$ cat config.mk
export PLATFORM = sky130hd
export DESIGN_NAME = big_memory_c_loader
export DESIGN_NICKNAME = d
export VERILOG_FILES = /design/src/rtl/big_memory_c_loader.sv
export SDC_FILE = /design/constraint.sdc
export NUM_CORES = 1
export LEC_CHECK = 0
export ABC_AREA = 1
export ABC_CLOCK_PERIOD_IN_PS = 2800
export CORE_ASPECT_RATIO = 1.5
export CORE_MARGIN = 1
export CORE_UTILIZATION = 50
export CTS_BUF_LIST = sky130_fd_sc_hd__clkbuf_4
export CTS_CLUSTER_DIAMETER = 50
export DETAILED_ROUTE_END_ITERATION = 10
export PLACE_DENSITY = 0.82
export SLEW_MARGIN = 30
export SYNTH_ARGS = -nofsm -noshare
export SYNTH_HDL_FRONTEND = slang
export SYNTH_SLANG_ARGS = --single-unit
$ cat constraint.sdc
create_clock -name Clk -period 2.8 [get_ports Clk]
set_input_delay 0.42 -clock Clk [delete_from_list [all_inputs] [get_ports Clk]]
set_output_delay 0.42 -clock Clk [all_outputs]
set_load 0.01 [all_outputs]
$ cat src/rtl/big_memory_c_loader.sv
// Fills the eight A/B fragment lanes of the C search-window memory from a 32-bit word stream.
// Latency: one cycle from an accepted word to its registered one-hot lane strobe.
// Backpressure: InReady only in LOAD; a word offered without InReady stays with the source.
module big_memory_c_loader #(
  parameter int CNT_W = 16
) (
  input  logic             Clk,
  input  logic             Reset,
  input  logic             Start,
  input  logic [31:0]      BaseAddress,
  input  logic [CNT_W-1:0] RowCount,
  input  logic [31:0]      InData,
  input  logic             InValid,
  output logic             InReady,
  output logic [31:0]      WrAddress,
  output logic [31:0]      WrData,
  output logic [15:0]      WrEnable,
  output logic             cMemWrite,
  output logic             Busy,
  output logic             Done
);

  typedef enum logic [1:0] {
    IDLE = 2'd0,
    LOAD = 2'd1,
    DONE = 2'd2
  } state_t;

  state_t           state;
  state_t           state_nxt;
  logic [31:0]      base;
  logic [CNT_W-1:0] last_row;
  logic [CNT_W-1:0] row;
  logic [3:0]       lane;
  logic             accept;
  logic             last_word;
  logic             start_load;

  assign accept     = InValid && InReady;
  assign last_word  = (lane == 4'd15) && (row == last_row);
  assign start_load = (state == IDLE) && Start && (RowCount != '0);

  always_ff @(posedge Clk) begin
    if (Reset) begin
      state <= IDLE;
    end else begin
      state <= state_nxt;
    end
  end

  always_comb begin
    state_nxt = state;
    InReady   = 1'b0;
    Busy      = 1'b0;
    Done      = 1'b0;
    case (state)
      IDLE: begin
        if (Start) begin
          // A zero-row request completes without ever opening the stream.
          state_nxt = (RowCount != '0) ? LOAD : DONE;
        end
      end
      LOAD: begin
        InReady = 1'b1;
        Busy    = 1'b1;
        if (accept && last_word) begin
          state_nxt = DONE;
        end
      end
      DONE: begin
        Busy      = 1'b1;
        Done      = 1'b1;
        state_nxt = IDLE;
      end
      default: begin
        state_nxt = IDLE;
      end
    endcase
  end

  always_ff @(posedge Clk) begin
    if (Reset) begin
      base      <= '0;
      last_row  <= '0;
      row       <= '0;
      lane      <= '0;
      WrAddress <= '0;
      WrData    <= '0;
      WrEnable  <= '0;
    end else begin
      WrEnable <= '0;
      if (start_load) begin
        base     <= BaseAddress;
        last_row <= RowCount - CNT_W'(1);
        row      <= '0;
        lane     <= '0;
      end
      if (accept) begin
        WrData    <= InData;
        WrEnable  <= 16'(1) << lane;
        WrAddress <= base + 32'(row);
        // Lane order is frag0 A, frag0 B, ..., frag7 B; the 4-bit counter wraps into the next row.
        lane      <= lane + 4'd1;
        if (lane == 4'd15) begin
          row <= row + CNT_W'(1);
        end
      end
    end
  end

  assign cMemWrite = |WrEnable;

  a_strobe_onehot: assert property (@(posedge Clk) disable iff (Reset) $onehot0(WrEnable));

endmodule

Word-level counts from Yosys, hierarchy flattened. Cells that the tools add are included.

Register bits after elaboration: 150. Bits in latches: 0. RAM bits: 0. Bits in read-only memories: 0. Logic and storage cells: 44. Memories: 0.

Add/subtract/negate cells: 4. Multiply operators: 0. Div/mod/pow operators: 0. Order comparisons: 0. Equal/unequal tests: 6. Shifts and indexed selects: 1. Muxes and demuxes: 12. Bitwise logic cells: 1. Reductions and logical operators: 12.

Operators by type and width (number): 16-bit 2-to-1 mux (3); 32-bit by 16-bit adder with 32-bit output (1); 16-bit by 1-bit adder with 16-bit output (second input constant) (1); 16-bit == test (1); 16-bit nonzero test (1); 16-bit OR reduction (1); 1-bit by 4-bit left shift with 16-bit output (first input constant) (1); 16-bit by 1-bit subtractor with 16-bit output (second input constant) (1); 4-bit 2-to-1 mux (2); 2-bit 2-to-1 mux (3); 1-bit logical AND (5); 4-bit by 1-bit adder with 4-bit output (second input constant) (1); 4-bit == test (second input constant) (1); 2-bit inequality test (second input constant) (2); 2-bit case mux with 2 select lines (1); 2-bit OR reduction (2); 1-bit 2-to-1 mux (3); 2-bit by 1-bit == test with 1-bit output (second input constant) (1); 2-bit == test (second input constant) (1); 2-bit zero test (1); 2-bit AND reduction (1); 2-bit nonzero test (1); 1-bit inverter (1).

Longest topological paths before layout. Gate-level depths: netlist of run 1.

Depth in word-level cells: 6. Mapped depth: 14. Gate-level depth less buffers: 14.

Worst setup path after synthesis of run 1. OpenSTA, ideal clock, no wires.

Kind: register to register. Start point: register row[0]. End point: register WrAddress[22]. Setup time: 109 ps. Data arrival time: 1685 ps. Path slack: 1006 ps. Cell stages (with the launch flop): 15. Clock period less this slack: 1794 ps. Cell sequence: dfxtp_1 ha_1 fa_1 nand2_1 nand3_1 nand3_1 nand2_1 nand2_1 nand2_1 nand2_1 nand2_1 nand2_1 nand3_1 nand2_1 inv_1.

Word-level cells in the longest chain between the ends: 1.

RTL lines: from (decl) (RTL line 33) `logic [CNT_W-1:0] row;`; from (signal assigned) (RTL line 105) `row <= row + CNT_W'(1);`; 32-bit by 16-bit adder with 32-bit output (RTL line 101) `WrAddress <= base + 32'(row);`; to (signal assigned) (RTL line 101); to (decl) (RTL line 15) `output logic [31:0] WrAddress,`.

No other way between the ends. A chain may end at the register's enable or synchronous reset.

Worst setup path in the final report of run 1.
Start point: register row[0]. End point: register WrAddress[14].

Same word-level chain as after synthesis.

==> reports/summary.txt, run 1 <==
Clock Path Buffers = 2
die width = 104.0 um
Final Hold Viols = 0
Critical Path RT = 3.24 ns
first-pass GRT wire length = 33.97 mm
Seq/Total Area, Yosys = 0.3851
mapped cell area = 7797 sq um
Fin Clk Skew = 0.02242 ns
Area Growth Syn to Fin = 27.41%
Post-synth EDFFs = 0
reg2reg start = row[0]$_SDFF_PP0_
worst hold-check path type = in2reg
syn avg cell area = 6.716 sq um
pre-CTS worst setup slack = 0.2376 ns
Post-Syn Instances = 1161
Vert. Die Dim = 154.9 um
Fmax = 427.8 MHz
antenna-violating nets left = 0
area occupied by registers = 3003 sq um
crit path DAT = 2.78 ns
Post-CTS Hold Fix Bufs = 0
I/O pin total = 168
Setup crit start = row[0]$_SDFF_PP0_
via count = 7825
Iter 0 DRT Violations = 439
final worst path period need = 2.338 ns
DP Wirelength = 15.35 mm
syn_nets = 1274
Layout Utilization = 0.6562
Cells after DPL = 1497
clock latency on the worst-skew pair = 0.56 ns
RSZ-0062 raised after global routing = no
initial antenna violation count = 1
vias in the first global route = 7457
Tot GR Track Use = 0.2574
starting density of the core = 0.5150
yosys warns = 0
global placer's final weighted congestion = 0.9255
Post-CTS Resized = 0
CTS tree = yes
Fillers = 1348
fin nets = 1430
CTS Sinks = 150
largest net degree at the start of global routing = 75
synth unique cells = 43
final non-filler cell total = 1530
Pre-antenna DRT Iters = 5
asr flop ratio synth = 0
Core ar. = 15140 sq um
global route overflow = 0
CTS clk-pin slew, worst paths = 0.16 ns
layout cells sized above 1 = 0.05414
outcome = finished clean
DRC = 0
Die ar. = 16110 sq um
cts bufs inserted = 17
setup slack after layout = 0.4624 ns
PortBufs = 167
leakage = 0.004447 uW
worst slew pin tran = 0.7731 ns
crit end category = flip-flop
Tcrit/Tclk final = 0.8349
worst setup path category = reg2reg
DRT Wirelength = 20.27 mm
Core Rows = 55
Final setup viols = 0
Final TNS setup = 0 ns
worst hold start = InData[27]
Vias/cell = 5.114
drt wl/cell = 13.25 um
Multi-input gate area = 4078 sq um
Pins Over Slew Limit = 0
Slew HR = 0.4846
prevailing post-synth register cell = dfxtp_1
Max Cap Viol = 0
Max IR drop VDD = 0.2909 mV
type of origin of the critical path = flip-flop
crit path max fanout = 6
CTS root buf = clkbuf_4
Setup Fix Bufs, Post-CTS = 0
htree depth = 4
PD cells = 479.9 nW/um^2
flops & latches, synth = 150
-- logic make-up (layout without fill, tap and decap cells) --
logic type	after synthesis	count (layout)	synth area share
DFF	150	150	0.3851
buffers and inverters	180	349	0.09194
adders and majority gates	29	29	0.04750
and+or+nand+nor	569	569	0.3060
other	0	1	0
AOI/OAI and AO/OA	201	201	0.1335
xor gates and xnor gates	32	32	0.03594
-- placed cells by master, fill, tap and decap left out, drive strengths merged, types with 2 or more instances in the layout --
master         Yosys  final
or2                3      3
clkdlybuf4s50      0    167
nor4               7      7
o21ai            125    125
nand4             11     11
nor2             217    217
o31ai              2      2
a31oi              8      8
xnor2              9      9
clkbuf            28     17
nand2            245    245
ha                28     28
inv              137    145
o211ai             2      2
o21bai             2      2
a21oi             58     58
buf               15     13
clkinv             0      7
and2               2      2
nand3             50     50
nor3              29     29
xor2              23     23
nor3b              2      2
dfxtp            150    150
-- area by class of cell --
class / count / area share
multi-input cells: 831 / 0.4105
flip-flops and latches: 150 / 0.3023
repair buffers: 180 / 0.1793
inverters: 137 / 0.05176
well taps: 199 / 0.02506
clock inverters: 15 / 0.01801
clock buffers: 17 / 0.01285
diodes: 1 / 0.0002519
-- per-layer routing --
metal	GRT usage	wire length, um	vias to the layer above	part of all wire
met3	0.03770	778	50	0.038
met1	0.2855	8166	3517	0.40
met5	0	0	-	0
li1	-	-	4034	-
met4	0.1170	659	0	0.033
met2	0.4816	10660	224	0.53
-- per-stage QoR --
step,hold WS (ns),cell area (sq um),power [uW]
after floorplan,0.4437,7797,2991
after global placement,0.4605,9625,3417
after detailed placement,0.4692,9625,3438
after CTS,0.4284,9932,4794
after global routing,0.4565,9935,5018
final,0.4449,9935,4768
-- worst max-delay path, stage by stage (launching register included) --
cell     delay, ns
dfxtp_1       0.41
ha_1          0.24
fa_1          0.41
nand2_1       0.12
nand3_1       0.10
nand3_1       0.08
nand2_1       0.11
nand2_1       0.09
nand2_1       0.12
xnor2_1       0.41
a21oi_1       0.12
-- cell usage after synthesis (2+ instances only) --
cell / instances / area [sq um]
a21oi_1: 58 / 290.3
a31oi_1: 8 / 50.05
and2_1: 2 / 12.51
buf_2: 9 / 45.04
buf_4: 2 / 15.01
buf_6: 3 / 33.78
clkbuf_1: 28 / 105.1
dfxtp_1: 150 / 3003
ha_1: 28 / 350.3
inv_1: 133 / 499.2
inv_2: 4 / 15.01
nand2_1: 240 / 900.9
nand2_2: 3 / 18.77
nand2_4: 2 / 22.52
nand3_1: 47 / 235.2
nand3_2: 3 / 30.03
nand4_1: 11 / 68.82
nor2_1: 209 / 784.5
nor2_2: 7 / 43.79
nor3_1: 28 / 140.1
nor4_1: 7 / 43.79
o211ai_1: 2 / 15.01
o21ai_0: 124 / 620.6
o21bai_1: 2 / 15.01
o31ai_1: 2 / 15.01
or2_2: 2 / 12.51
xnor2_1: 9 / 78.83
xor2_1: 23 / 201.4
-- worst paths after layout --
kind | end | slack [ns] | depth (start not counted)
hold reg to reg | last_row[0]$_SDFFE_PP0P_ | 0.49 | 2
setup / recovery | WrAddress[14]$_SDFFE_PP0P_ | 0.46 | 10
hold / removal | WrData[27]$_SDFFE_PP0P_ | 0.44 | 3
setup reg to reg | WrAddress[14]$_SDFFE_PP0P_ | 0.46 | 10
-- state kept, by name, summed over array words and instances (netlist names) --
name       flops
WrAddress     32
base          32
row           16
WrEnable      16
WrData        32
lane           4
state          2
last_row      16
-- where the power goes --
part | total [uW] | internal (uW) | switching (uW)
Clock | 1380 | 424 | 952
Sequential | 2430 | 2300 | 121
Combinational | 966 | 461 | 505
Total | 4770 | 3190 | 1580
Note: power is estimated with default switching activity, not from simulation.
==> run 2, diff against run 1 <==
- ABC_CLOCK_PERIOD_IN_PS: 2800 -> 2300
- clock period: 2.8 -> 2.3 ns (I/O delays scaled with it)
==> run 2 against run 1 <==
Net effect:
- first-iteration DRC count shrank 2.1%
- clock-buffer cell count unchanged
- sequential power up 21%
- worst setup slack worse by 0.33 ns
- clock skew increased by 0.0055 ns
- sequential cell count unchanged
- clock power up 37%
- largest power group unchanged
- highest routed layer unchanged
==> reports/summary.txt, run 2 (synthesis gave the netlist of run 1 again) <==
outcome = finished clean
crit path DAT = 1.83 ns (-0.95 ns)
CTS clk-pin slew, worst paths = 0.15 ns (about the same)
Die ar. = 16110 sq um (unchanged)
Min Hold Slack = 0.3991 ns (-0.04581 ns)
drt wl/cell = 13.27 um (+0.14%)
Final setup viols = 0 (unchanged)
first-pass GRT wire length = 33.90 mm (-0.20%)
Final Hold Viols = 0 (unchanged)
RSZ-0062 raised after global routing = no
cts bufs inserted = 17 (unchanged)
vias in the first global route = 7420 (-0.50%)
Core Rows = 55 (unchanged)
PortBufs = 167 (unchanged)
global placer's final weighted congestion = 0.9443 (+2.0%)
DRC = 0 (unchanged)
worst setup path category = reg2out
I/O pin total = 168 (unchanged)
Sw Share = 0.3072 (-0.02376)
r2r setup slk = 0.25 ns (-0.21 ns)
layout cells sized above 1 = 0.05993 (+0.005790)
biggest regs = WrAddress: 32 flops, WrData: 32 flops, base: 32 flops
register share of total power = 0.489 (-0.020)
PD cells = 600.8 nW/um^2 (+25%)
reg2reg start = row[0]$_SDFF_PP0_
leakage = 0.004507 uW (+1.4%)
global route overflow = 0 (unchanged)
final worst path period need = 2.171 ns
Psw = 1858 uW (+18%)
Setup crit start = state[0]$_SDFFE_PP0P_
worst hold-check path type = in2reg
Combinational Power Share = 0.199 (-0.004)
Pins Over Slew Limit = 0 (unchanged)
Final TNS setup = 0 ns (unchanged)
largest net degree at the start of global routing = 46 (-39%)
crit path max fanout = 3 (-3)
DP Wirelength = 15.72 mm (+2.4%)
crit end category = output pin
most common cell after layout, fill and taps aside = nand2_1
via count = 7758 (-0.86%)
initial antenna violation count = 1 (unchanged)
CTS tree = yes
Tcrit/Tclk final = 0.9438
Vias/cell = 5.054 (-1.2%)
CTS Sinks = 150 (unchanged)
Area Growth Syn to Fin = 29.08%
P_int = 4189 uW (+31%)
Clock Path Buffers = 2 (unchanged)
fin nets = 1435 (+0.35%)
Fin Clk Skew = 0.02795 ns (+0.005529 ns)
Tot GR Track Use = 0.2591 (+0.001755)
Max IR drop VDD = 0.3448 mV (+19%)
Pre-antenna DRT Iters = 5 (unchanged)
starting density of the core = 0.5150 (unchanged)
CTS root buf = clkbuf_4
Clock power frac = 0.312 (+0.023)
CP endpoint = Busy
most frequent cells in the layout = 240 x nand2_1, 209 x nor2_1, 167 x clkdlybuf4s50_1
Vert. Die Dim = 154.9 um (unchanged)
die width = 104.0 um (unchanged)
clock latency on the worst-skew pair = 0.56 ns (about the same)
Slew HR = 0.7042 (+0.2196)
Critical Path RT = 1.96 ns (-1.28 ns)
worst slew pin tran = 0.4430 ns (-0.3301 ns)
antenna-violating nets left = 0 (unchanged)
Max Cap Viol = 0 (unchanged)
Setup Fix Bufs, Post-CTS = 0 (unchanged)
Post-CTS Resized = 0 (unchanged)
reg2reg path depth = 14 (+4)
Fmax = 460.7 MHz
Post-CTS Hold Fix Bufs = 0 (unchanged)
Reg-to-Reg End = WrAddress[22]$_SDFFE_PP0P_
DRT Wirelength = 20.36 mm (+0.47%)
Iter 0 DRT Violations = 430 (-2.1%)
Core ar. = 15140 sq um (unchanged)
htree depth = 4 (unchanged)
type of origin of the critical path = flip-flop
## run 2: per-stage QoR
stage / power (uW) / instance area, sq um / util / setup WS (ns) / instances
after floorplan: 3641 / 7797 / - / 0.5058 / 1161
after global placement: 4187 / 9713 / 0.6416 / 0.1973 / 1502
after detailed placement: 4214 / 9713 / 0.6416 / 0.1089 / 1502
after CTS: 6069 / 10040 / 0.6633 / 0.05426 / 1534
after global routing: 6344 / 10060 / 0.6648 / 0.03790 / 1535
final: 6047 / 10060 / 0.6648 / 0.1293 / 1535
## run 2: how the worst min path moves through the flow
| stage | startpoint | to | slack (ns) | cells past startpoint |
|---|---|---|---|---|
| detailed placement | last_row[6]$_SDFFE_PP0P_ | last_row[6]$_SDFFE_PP0P_ | 0.47 | 2 |
| CTS | InData[6] | WrData[6]$_SDFFE_PP0P_ | 0.37 | 3 |
| floorplan | last_row[7]$_SDFFE_PP0P_ | last_row[7]$_SDFFE_PP0P_ | 0.44 | 2 |
| global route | BaseAddress[5] | base[5]$_SDFFE_PP0P_ | 0.39 | 3 |
| finish | InData[10] | WrData[10]$_SDFFE_PP0P_ | 0.40 | 3 |
| global placement | last_row[7]$_SDFFE_PP0P_ | last_row[7]$_SDFFE_PP0P_ | 0.46 | 2 |
## run 2: area by class of cell
cell class              count  area, sq um
diodes                      1        2.502
clock buffers              17        127.6
clock inverters            15        201.4
fillers                  1326         5075
inverters                 137        514.2
multi-input cells         831         4098
flip-flops and latches    150         3003
well taps                 199        249.0
repair buffers            185         1869
## run 2: critical path, cell delays in order, from the launching register on
cell and delay [ns]:
dfxtp_1 0.40, inv_1 0.07, ha_1 0.27, clkdlybuf4s50_1 0.53
## run 2: power by group through the flow
| stage | logic (uW) | clock network, uW | registers [uW] |
|---|---|---|---|
| final | 1200 | 1890 | 2950 |
| after global routing | 1340 | 2020 | 2980 |
| after floorplan | 624 | 0 | 3020 |
| after CTS | 1210 | 1900 | 2950 |
| after global placement | 1180 | 0 | 3010 |
| after detailed placement | 1200 | 0 | 3010 |
## run 2: metal layers
metal | share of wire | wire length (um) | vias to the layer above | GRT usage
met5 | 0 | 0 | - | 0
met4 | 0.036 | 740 | 0 | 0.1252
met3 | 0.038 | 766 | 56 | 0.04064
met2 | 0.52 | 10680 | 217 | 0.4854
met1 | 0.40 | 8178 | 3453 | 0.2826
li1 | - | - | 4032 | -
==> run 3, diff against run 2 <==
- SLEW_MARGIN: 30 -> not set
==> results of run 3 <==
Same layout as run 2: the final DEF is identical, and so are final timing and power.
